**src/rtl/traffic_junction.sv**
```systemverilog
// Traffic junction controller: N_WAY approaches, fixed or demand-actuated, with pedestrian phase.
// Latency: lamps and phase are registered and follow the state register in the same cycle.
// No backpressure. A pedestrian request is latched and served at the next all-red clearance.
module traffic_junction #(
  parameter int N_WAY       = 2,
  parameter int T_GREEN     = 8,
  parameter int T_AMBER     = 3,
  parameter int T_RED_AMBER = 2,
  parameter int T_ALL_RED   = 2,
  parameter int T_PED       = 6,
  parameter int CNT_W       = 8
) (
  input  logic             clk,
  input  logic             rst,
  input  logic             mode,
  input  logic [N_WAY-1:0] demand,
  input  logic             ped_req,
  output logic [N_WAY-1:0] red,
  output logic [N_WAY-1:0] amber,
  output logic [N_WAY-1:0] green,
  output logic             walk,
  output logic [2:0]       phase
);

  typedef enum logic [2:0] {
    ST_ALL_RED   = 3'd0,
    ST_RED_AMBER = 3'd1,
    ST_GREEN     = 3'd2,
    ST_AMBER     = 3'd3,
    ST_PED       = 3'd4
  } state_t;

  localparam logic [CNT_W-1:0] C_GREEN     = CNT_W'(T_GREEN - 1);
  localparam logic [CNT_W-1:0] C_AMBER     = CNT_W'(T_AMBER - 1);
  localparam logic [CNT_W-1:0] C_RED_AMBER = CNT_W'(T_RED_AMBER - 1);
  localparam logic [CNT_W-1:0] C_ALL_RED   = CNT_W'(T_ALL_RED - 1);
  localparam logic [CNT_W-1:0] C_PED       = CNT_W'(T_PED - 1);
  localparam logic [N_WAY-1:0] ONE_HOT0    = N_WAY'(1);

  state_t           state_q, state_d;
  logic [1:0]       ptr_q, ptr_d;
  logic [CNT_W-1:0] cnt_q, cnt_d;
  logic             ped_pending_q, ped_pending_d;
  logic [N_WAY-1:0] red_q, red_d, amber_q, amber_d, green_q, green_d;
  logic             walk_q, walk_d;
  logic [2:0]       phase_q, phase_d;
  logic [N_WAY-1:0] sel;
  logic             found;
  logic [1:0]       srch_ptr;

  // Approach index p+k wrapped to the real number of approaches, not to 4.
  function automatic logic [1:0] wrap_add(input logic [1:0] p, input int k);
    int s;
    s = (int'(p) + k) % N_WAY;
    return 2'(s);
  endfunction

  // Demand search: first requesting approach after ptr, wrapping round to ptr itself last.
  always_comb begin
    found    = 1'b0;
    srch_ptr = ptr_q;
    for (int i = 1; i <= N_WAY; i++) begin
      if (!found && demand[wrap_add(ptr_q, i)]) begin
        found    = 1'b1;
        srch_ptr = wrap_add(ptr_q, i);
      end
    end
  end

  // Next state, pointer, dwell counter and pedestrian latch.
  always_comb begin
    state_d       = state_q;
    ptr_d         = ptr_q;
    cnt_d         = cnt_q;
    ped_pending_d = ped_pending_q | (ped_req && (state_q != ST_PED));
    if (cnt_q != '0) begin
      cnt_d = cnt_q - 1'b1;
    end else begin
      case (state_q)
        ST_ALL_RED: begin
          if (ped_pending_q) begin
            // Entering PED consumes the request; a same-cycle request is dropped.
            state_d       = ST_PED;
            cnt_d         = C_PED;
            ped_pending_d = 1'b0;
          end else if (!mode) begin
            ptr_d   = wrap_add(ptr_q, 1);
            state_d = ST_RED_AMBER;
            cnt_d   = C_RED_AMBER;
          end else if (found) begin
            ptr_d   = srch_ptr;
            state_d = ST_RED_AMBER;
            cnt_d   = C_RED_AMBER;
          end else begin
            // Nobody waiting: park in all-red and look again next cycle.
            cnt_d = '0;
          end
        end
        ST_RED_AMBER: begin
          state_d = ST_GREEN;
          cnt_d   = C_GREEN;
        end
        ST_GREEN: begin
          state_d = ST_AMBER;
          cnt_d   = C_AMBER;
        end
        ST_AMBER, ST_PED: begin
          state_d = ST_ALL_RED;
          cnt_d   = C_ALL_RED;
        end
        default: begin
          state_d = ST_ALL_RED;
          cnt_d   = C_ALL_RED;
        end
      endcase
    end
  end

  // Lamp decode from the next state so the registered lamps line up with the state register.
  always_comb begin
    sel     = ONE_HOT0 << ptr_d;
    red_d   = '1;
    amber_d = '0;
    green_d = '0;
    walk_d  = 1'b0;
    phase_d = state_d;
    case (state_d)
      ST_RED_AMBER: amber_d = sel;
      ST_GREEN: begin
        red_d   = ~sel;
        green_d = sel;
      end
      ST_AMBER: begin
        red_d   = ~sel;
        amber_d = sel;
      end
      ST_PED:   walk_d = 1'b1;
      default:  red_d = '1;
    endcase
  end

  // State and lamp registers; reset forces all-red immediately.
  always_ff @(posedge clk or posedge rst) begin
    if (rst) begin
      state_q       <= ST_ALL_RED;
      ptr_q         <= 2'(N_WAY - 1);
      cnt_q         <= C_ALL_RED;
      ped_pending_q <= 1'b0;
      red_q         <= '1;
      amber_q       <= '0;
      green_q       <= '0;
      walk_q        <= 1'b0;
      phase_q       <= 3'd0;
    end else begin
      state_q       <= state_d;
      ptr_q         <= ptr_d;
      cnt_q         <= cnt_d;
      ped_pending_q <= ped_pending_d;
      red_q         <= red_d;
      amber_q       <= amber_d;
      green_q       <= green_d;
      walk_q        <= walk_d;
      phase_q       <= phase_d;
    end
  end

  assign red   = red_q;
  assign amber = amber_q;
  assign green = green_q;
  assign walk  = walk_q;
  assign phase = phase_q;

endmodule

```
**config.mk**
```make
export PLATFORM = sky130hd
export DESIGN_NAME = traffic_junction
export DESIGN_NICKNAME = d
export VERILOG_FILES = /design/src/rtl/traffic_junction.sv
export SDC_FILE = /design/constraint.sdc
export NUM_CORES = 1
export LEC_CHECK = 0
export ABC_AREA = 1
export BUFFER_PORTS_ARGS = -buffer_cell sky130_fd_sc_hd__buf_2
export CAP_MARGIN = 30
export CORE_ASPECT_RATIO = 1.75
export CORE_MARGIN = 2
export CORE_UTILIZATION = 35
export DETAILED_ROUTE_END_ITERATION = 12
export PLACE_DENSITY_LB_ADDON = 0.12
export SYNTH_ARGS = -nofsm -noshare
export SYNTH_HDL_FRONTEND = slang
export SYNTH_SLANG_ARGS = --single-unit
```
**constraint.sdc**
```tcl
create_clock -name clk -period 3.95 [get_ports clk]
set_input_delay 0.79 -clock clk [delete_from_list [all_inputs] [get_ports clk]]
set_output_delay 0.79 -clock clk [all_outputs]
set_load 0.02 [all_outputs]
```
==> metrics.txt, run 1 <==
status=finished, final reports clean; Data arrival, critical path=1930 ps; Mapped Area=0.001060 mm²; met3 WL=51 µm; largest net degree at the start of global routing=22; cts-stage hold buffer count=0; max frequency=575.4 MHz; Via density=4.897; Worst Hold Class=register to register; total negative slack=0 ps; postcts setup bufs=0; final setup violation count=0; H-tree Lvls=1; overall routing resource usage=14.42%; Hold Vio Cnt, Final=0; met1 WL=829 µm; Mapped Cells=129; clk_skew=1.679 ps; crit path to=amber[0]; final period utilization=44.00%; most numerous cell in the Yosys netlist=nand2_1; area grow syn2layout=13.58%; synth cell count leaders=nand2_1 (27), inv_1 (24), nor2_1 (19); Final WS setup=2212 ps; Worst-Margin Slew=787.2 ps; CP required=4140 ps; worst vdd ir=0.4947 mV; Primary FF master, synth=dfrtp_1; yosys warns=0; Reg2Reg Depth=8; placed instance count=171; hold_ws=530.5 ps; top routing layer in use=met4; GRT overflow=0; initial antenna violation count=0; Final GP Congestion=0.8252; Die Width=45.60 µm; relative slew slack=47.46%; Syn Area/Cell=8.215 µm²; drt pass-1 iters=4; worst skew pair latency=250 ps; Die Height=76.80 µm; Sinks on Clock Net=21; fillers=305; Critical Path Source=cnt_q[1]; cts repair resizes=0; Place WS=2150 ps; Max Slew Vio Count=0; wire length on met2=1.248 mm; ranking of synthesized cells by area=dfrtp_1 (40%), dfstp_2 (9.9%), nand2_1 (9.6%); Routed WL=2.156 mm; setup repair after global routing missed its margin=no; post-synthesis sequential area ratio=50.06%; CP Max Fanout=16; Final ANT Viol Nets=0; post-synth cell types=22; Worst R2R End=amber[0]; number of synthesized flops with an enable pin=0; layout cell share with drive strength beyond 1=21.77%; DPL Wire Length=1.718 mm; largest area contributor in the netlist=dfrtp_1; Die Footprint=0.003501 mm²; CP endpoint kind=register; num rows=26; Num CTS Buffers=3; vias in the first global route=927; r2r setup slk=2210 ps; IO Pins=16; area of the multi-input gates=427.9 µm²; number of synthesized register bits=21; TritonCTS clock tree=done; fin crit period=1738 ps; Leak=0.6581 nW; first-pass GRT wire length=3.795 mm; DRC Markers=0; nets=155; area taken by flip-flops and latches=530.5 µm²; Initial Util=36.60%; crit path launch type=register; max_cap viols=0; Iteration-0 DRC Markers=26; pwr dens=714.2 mW/mm²; Crit Path Category=register to register; Max clock buf depth=2; top cell type's share of synthesized area=40.14%; via count=857; port bufs=15; Antenna Cells=0; Final Non-Filler Cells=175; syn_nets=136; WL/cell=12.32 µm; Clock Root Buffer=clkbuf_8; Worst-path clk slew=70 ps; Post-synth ARST share=100.0%; worst flop-to-flop path startpoint=cnt_q[1]; core area=0.002895 mm²
-- metrics by stage --
stage / utilization, % / area (µm²) / total power [mW]
6_report: 41.57 / 1204 / 0.8596
5_1_grt: 41.57 / 1204 / 0.9342
4_1_cts: 41.57 / 1204 / 0.8733
3_5_place_dp: 40.02 / 1159 / 0.7307
3_3_place_gp: 40.02 / 1159 / 0.7301
2_1_floorplan: - / 1060 / 0.6299
-- layer usage --
layer	vias to the layer above	global-route usage [%]
met4	0	4.412
met2	13	27.75
met3	4	2.824
met1	406	13.90
li1	434	-
met5	-	0
-- placed cells by master, fill, tap and decap left out --
master,count
dfstp_2,4
o211ai_1,1
clkbuf_1,1
o21ai_0,7
a21oi_1,1
nand3b_4,1
nand2_1,27
a31oi_1,1
nand2_2,3
xor2_1,1
nand4_1,2
nor2_4,4
nand3_2,1
clkbuf_8,3
dfrtp_1,17
nor3_1,3
nand3_1,7
inv_1,24
o21ai_1,2
nand3b_1,1
ha_1,1
nor2_1,19
buf_2,15
nor2_2,1
-- report_power, final --
| group | total, mW | internal (mW) | switching [mW] |
|---|---|---|---|
| clock | 0.137 | 0.0717 | 0.0655 |
| sequential | 0.350 | 0.299 | 0.0512 |
| combinational | 0.372 | 0.123 | 0.249 |
-- worst min-delay path by stage --
| stage | startpoint | end | slack [ps] | depth (start not counted) |
|---|---|---|---|---|
| final | ptr_q[1] | ptr_q[1] | 530 | 2 |
| after global placement | ped_pending_q | ped_pending_q | 530 | 2 |
| after CTS | ptr_q[1] | ptr_q[1] | 540 | 2 |
| after detailed placement | ptr_q[1] | ptr_q[1] | 530 | 2 |
| after floorplan | ptr_q[1] | ptr_q[1] | 470 | 2 |
| after global routing | ptr_q[1] | ptr_q[1] | 580 | 2 |
-- state kept, by name, indices dropped and copies added (netlist names) --
signal         flops
phase              3
cnt_q              8
green              2
walk               1
ptr_q              2
ped_pending_q      1
amber              2
red                2
-- cell families (layout without fill, tap and decap cells) --
| group | Yosys count | after routing | synth area share [%] |
|---|---|---|---|
| fa+ha+maj | 1 | 1 | 1.180 |
| compound gates | 12 | 12 | 6.021 |
| simple gates | 69 | 69 | 32.35 |
| xor+xnor | 1 | 1 | 0.8266 |
| flops | 21 | 21 | 50.06 |
| buf+inv | 25 | 43 | 9.563 |
-- worst max-delay path, cell delays in order (launching register included) --
cell and delay, ps:
dfrtp_1 380, inv_1 60, ha_1 190, nand2_2 90
nor2_4 360, nand3_1 120, nand2_1 160, nand3_1 170
nor2_1 140
-- cell type report --
class / count / area share (%)
tap: 28 / 2.911
clock buffer: 4 / 3.742
inverter: 24 / 7.484
multi-input combinational: 83 / 35.55
timing repair buffer: 15 / 6.237
sequential: 21 / 44.08
Note: power is estimated with default switching activity, not from simulation.
==> run 2: changes to the inputs <==
- clock period: 3.95 -> 1.75 ns (I/O delays scaled with it)
==> metrics.txt, run 2 (synthesis gave the netlist of run 1 again) <==
pwr dens=1558 mW/mm²; H-tree Lvls=1; first-pass GRT wire length=3.822 mm; commonest non-fill, non-tap cell in the layout=nand2_1; Leak=0.6931 nW; fillers=286; Initial Util=36.60%; largest net degree at the start of global routing=22; port bufs=15; worst skew pair latency=260 ps; Max clock buf depth=2; num rows=26; max frequency=625.5 MHz; r2r setup slk=150 ps; commonest non-fill, non-tap cells in the layout=nand2_1 (27), inv_1 (24), nor2_1 (19); setup repair after global routing missed its margin=no; Final WS setup=151.3 ps; DPL Wire Length=1.822 mm; core area=0.002895 mm²; Crit Path Category=register to register; layout cell share with drive strength beyond 1=26.97%; nets=160; Final ANT Viol Nets=0; area grow syn2layout=19.72%; Worst Hold Class=input port to async pin; overall routing resource usage=15.05%; Clock Root Buffer=clkbuf_8; drt pass-1 iters=4; DRC Markers=0; total negative slack=0 ps; TritonCTS clock tree=done; Die Width=45.60 µm; Hold Vio Cnt, Final=0; via count=865; Worst-path clk slew=70 ps; max_cap viols=0; status=finished, final reports clean; Final GP Congestion=0.7889; Num CTS Buffers=3; Die Footprint=0.003501 mm²; CP Max Fanout=6; final setup violation count=0; CP required=1900 ps; fin crit period=1599 ps; Place WS=29.28 ps; GRT overflow=0; Max Slew Vio Count=0; Via density=4.806; relative slew slack=80.36%; WL/cell=12.67 µm; Worst-Margin Slew=292.4 ps; CP endpoint kind=register; Sinks on Clock Net=21; final period utilization=91.36%; largest register by flop count=cnt_q; vias in the first global route=934; Final Power=1.977 mW; Routed WL=2.281 mm; worst vdd ir=0.5498 mV; crit path launch type=register; Antenna Cells=0; max reg flops=8; Die Height=76.80 µm; hold_ws=103.3 ps; initial antenna violation count=0; Iteration-0 DRC Markers=9; IO Pins=16; clk_skew=2.108 ps; Data arrival, critical path=1750 ps
run 2: worst paths after layout:
check | from | end | depth (start not counted)
worst min-delay path | rst | ped_pending_q | 3
worst max-delay path | cnt_q[0] | amber[1] | 10
min in group clk | ped_req | ped_pending_q | 5
max in group asynchronous | rst | cnt_q[0] | 3
worst min register to register | ptr_q[1] | ptr_q[1] | 2
worst max register to register | cnt_q[0] | amber[1] | 10
run 2: final cells by class:
type | count | area (µm²) | area share [%]
Inverter | 24 | 90.09 | 7.101
Timing Repair Buffer | 20 | 125.1 | 9.862
Clock buffer | 4 | 45.04 | 3.550
Tap cell | 28 | 35.03 | 2.761
Sequential cell | 21 | 530.5 | 41.81
Multi-Input combinational cell | 83 | 442.9 | 34.91
run 2: per-stage QoR:
step	instances	area (µm²)	util, %
after floorplan	129	1060	-
final	180	1269	43.82
after detailed placement	173	1174	40.54
after global placement	173	1174	40.54
after CTS	177	1219	42.09
after global routing	180	1269	43.82
run 2: critical path, cell delays in order, from the launching register on:
cell,delay [ps]
dfstp_2,540
inv_1,40
ha_2,190
nand2_2,100
nor2_4,60
buf_4,140
buf_4,140
nor2_4,100
nor2_4,50
nand2_1,80
nor2_1,50
run 2: timing repair:
action,4_1_cts,5_1_grt
hold buffers,0,0
endpoints found under the setup margin,0,7
buffers inserted,0,3
resized for setup,0,4
run 2: power breakdown:
part	leakage (nW)	internal [mW]	switching (mW)	total [mW]
Combinational	0.415	0.298	0.571	0.869
Clock	0.0228	0.162	0.155	0.317
Sequential	0.255	0.675	0.117	0.791
run 2: layer usage:
layer | vias up | routed length [µm] | GRT usage (%)
met4 | 0 | 60 | 7.941
li1 | 444 | - | -
met1 | 408 | 802 | 15.23
met3 | 4 | 40 | 2.118
met2 | 9 | 1378 | 27.18
met5 | - | 0 | 0
==> run 3: changes to the inputs <==
- REMOVE_ABC_BUFFERS: unset -> 1
==> metrics.txt, run 3 (synthesis gave the netlist of run 1 again) <==
Final ANT Viol Nets=0; max frequency=623.1 MHz; fin crit period=1605 ps; Final WS setup=145.2 ps; Crit Path Category=register to register; Core Util, Final=43.78%; drt pass-1 iters=4; commonest non-fill, non-tap cell in the layout=nand2_1; Final Power=2.000 mW; largest net degree at the start of global routing=22; Die Footprint=0.003501 mm²; crit path launch type=register; core area=0.002895 mm²; CP endpoint kind=register; num rows=26; dpl cell area=0.001174 mm²; worst skew pair latency=260 ps; vias in the first global route=957; Worst-Margin Slew=325.7 ps; area taken by flip-flops and latches=530.5 µm²; Routed WL=2.317 mm; TritonCTS clock tree=done; Hold Vio Cnt, Final=0; Data arrival, critical path=1760 ps; Worst Hold Class=input port to async pin; Die Height=76.80 µm; Num CTS Buffers=3; via count=879; max reg flops=8; relative slew slack=78.12%; Die Width=45.60 µm; status=finished, final reports clean; largest register by flop count=cnt_q; Via density=4.883; GRT overflow=0; clk_skew=4.145 ps; Max clock buf depth=2; final period utilization=91.71%; layout cell share with drive strength beyond 1=26.97%; Place WS=20.41 ps; H-tree Lvls=1; Initial Util=36.60%; cts-stage hold buffer count=0; WL/cell=12.87 µm; total negative slack=0 ps; Leak=0.6881 nW; overall routing resource usage=15.40%; DPL Wire Length=1.803 mm; area grow syn2layout=19.60%; area of the multi-input gates=449.2 µm²; port bufs=15; Worst-path clk slew=80 ps; Clock Root Buffer=clkbuf_8; final setup violation count=0; IO Pins=16; nets=160; pwr dens=1578 mW/mm²; Iteration-0 DRC Markers=20; CP required=1910 ps; DRC Markers=0; Sinks on Clock Net=21; max_cap viols=0; initial antenna violation count=0; Final GP Congestion=0.8019; fillers=295; CP Max Fanout=7; cell area after layout=0.001267 mm²; commonest non-fill, non-tap cells in the layout=nand2_1 (27), inv_1 (24), nor2_1 (19); worst vdd ir=0.9341 mV; Antenna Cells=0; Max Slew Vio Count=0; first-pass GRT wire length=4.029 mm; setup repair after global routing missed its margin=no
==> run 3: metal layers <==
metal | up-vias | track usage [%] | wire, µm
met5 | - | 0 | 0
met4 | 0 | 6.471 | 46
met3 | 6 | 2.353 | 53
met2 | 12 | 29.44 | 1394
met1 | 420 | 14.61 | 822
li1 | 441 | - | -
==> run 3: layout make-up <==
cell class,count,share of cell area (%)
Sequential cell,21,41.86
Tap cell,28,2.764
Timing Repair Buffer,19,9.279
Multi-Input combinational cell,84,35.44
Clock buffer,4,3.554
Inverter,24,7.108
==> run 3: worst paths after layout <==
check,slack [ps],end,cells past startpoint,startpoint
max in group asynchronous,1370,cnt_q[0],3,rst
worst min register to register,530,ptr_q[1],2,ptr_q[1]
worst max-delay path,150,amber[1],10,cnt_q[0]
min in group clk,450,ped_pending_q,5,ped_req
worst max register to register,150,amber[1],10,cnt_q[0]
worst min-delay path,100,ped_pending_q,3,rst
==> run 3: stage by stage <==
| stage | hold WS [ps] | std cells |
|---|---|---|
| floorplan | 323.6 | 128 |
| global placement | 392.2 | 173 |
| detailed placement | 398.9 | 173 |
| CTS | 119.5 | 177 |
| global route | 137.6 | 180 |
| finish | 104.0 | 180 |
==> run 3: where the power goes <==
| group | leakage [nW] | switching (mW) | internal [mW] |
|---|---|---|---|
| logic | 0.410 | 0.583 | 0.301 |
| clock network | 0.0228 | 0.156 | 0.162 |
| registers | 0.255 | 0.123 | 0.675 |
| total | 0.688 | 0.863 | 1.14 |
==> run 3: worst max-delay path: stages, from the launching register on <==
cell	delay, ps
dfstp_2	550
inv_1	50
ha_2	190
nand2_2	110
nor2_4	60
buf_12	130
buf_4	130
nand3b_4	70
nand2_2	60
nand2_1	90
nor2_1	60
==> run 3: what timing repair did <==
action,4_1_cts,5_1_grt
resized for setup,0,4
setup endpoints to repair,0,7
setup buffers,0,2
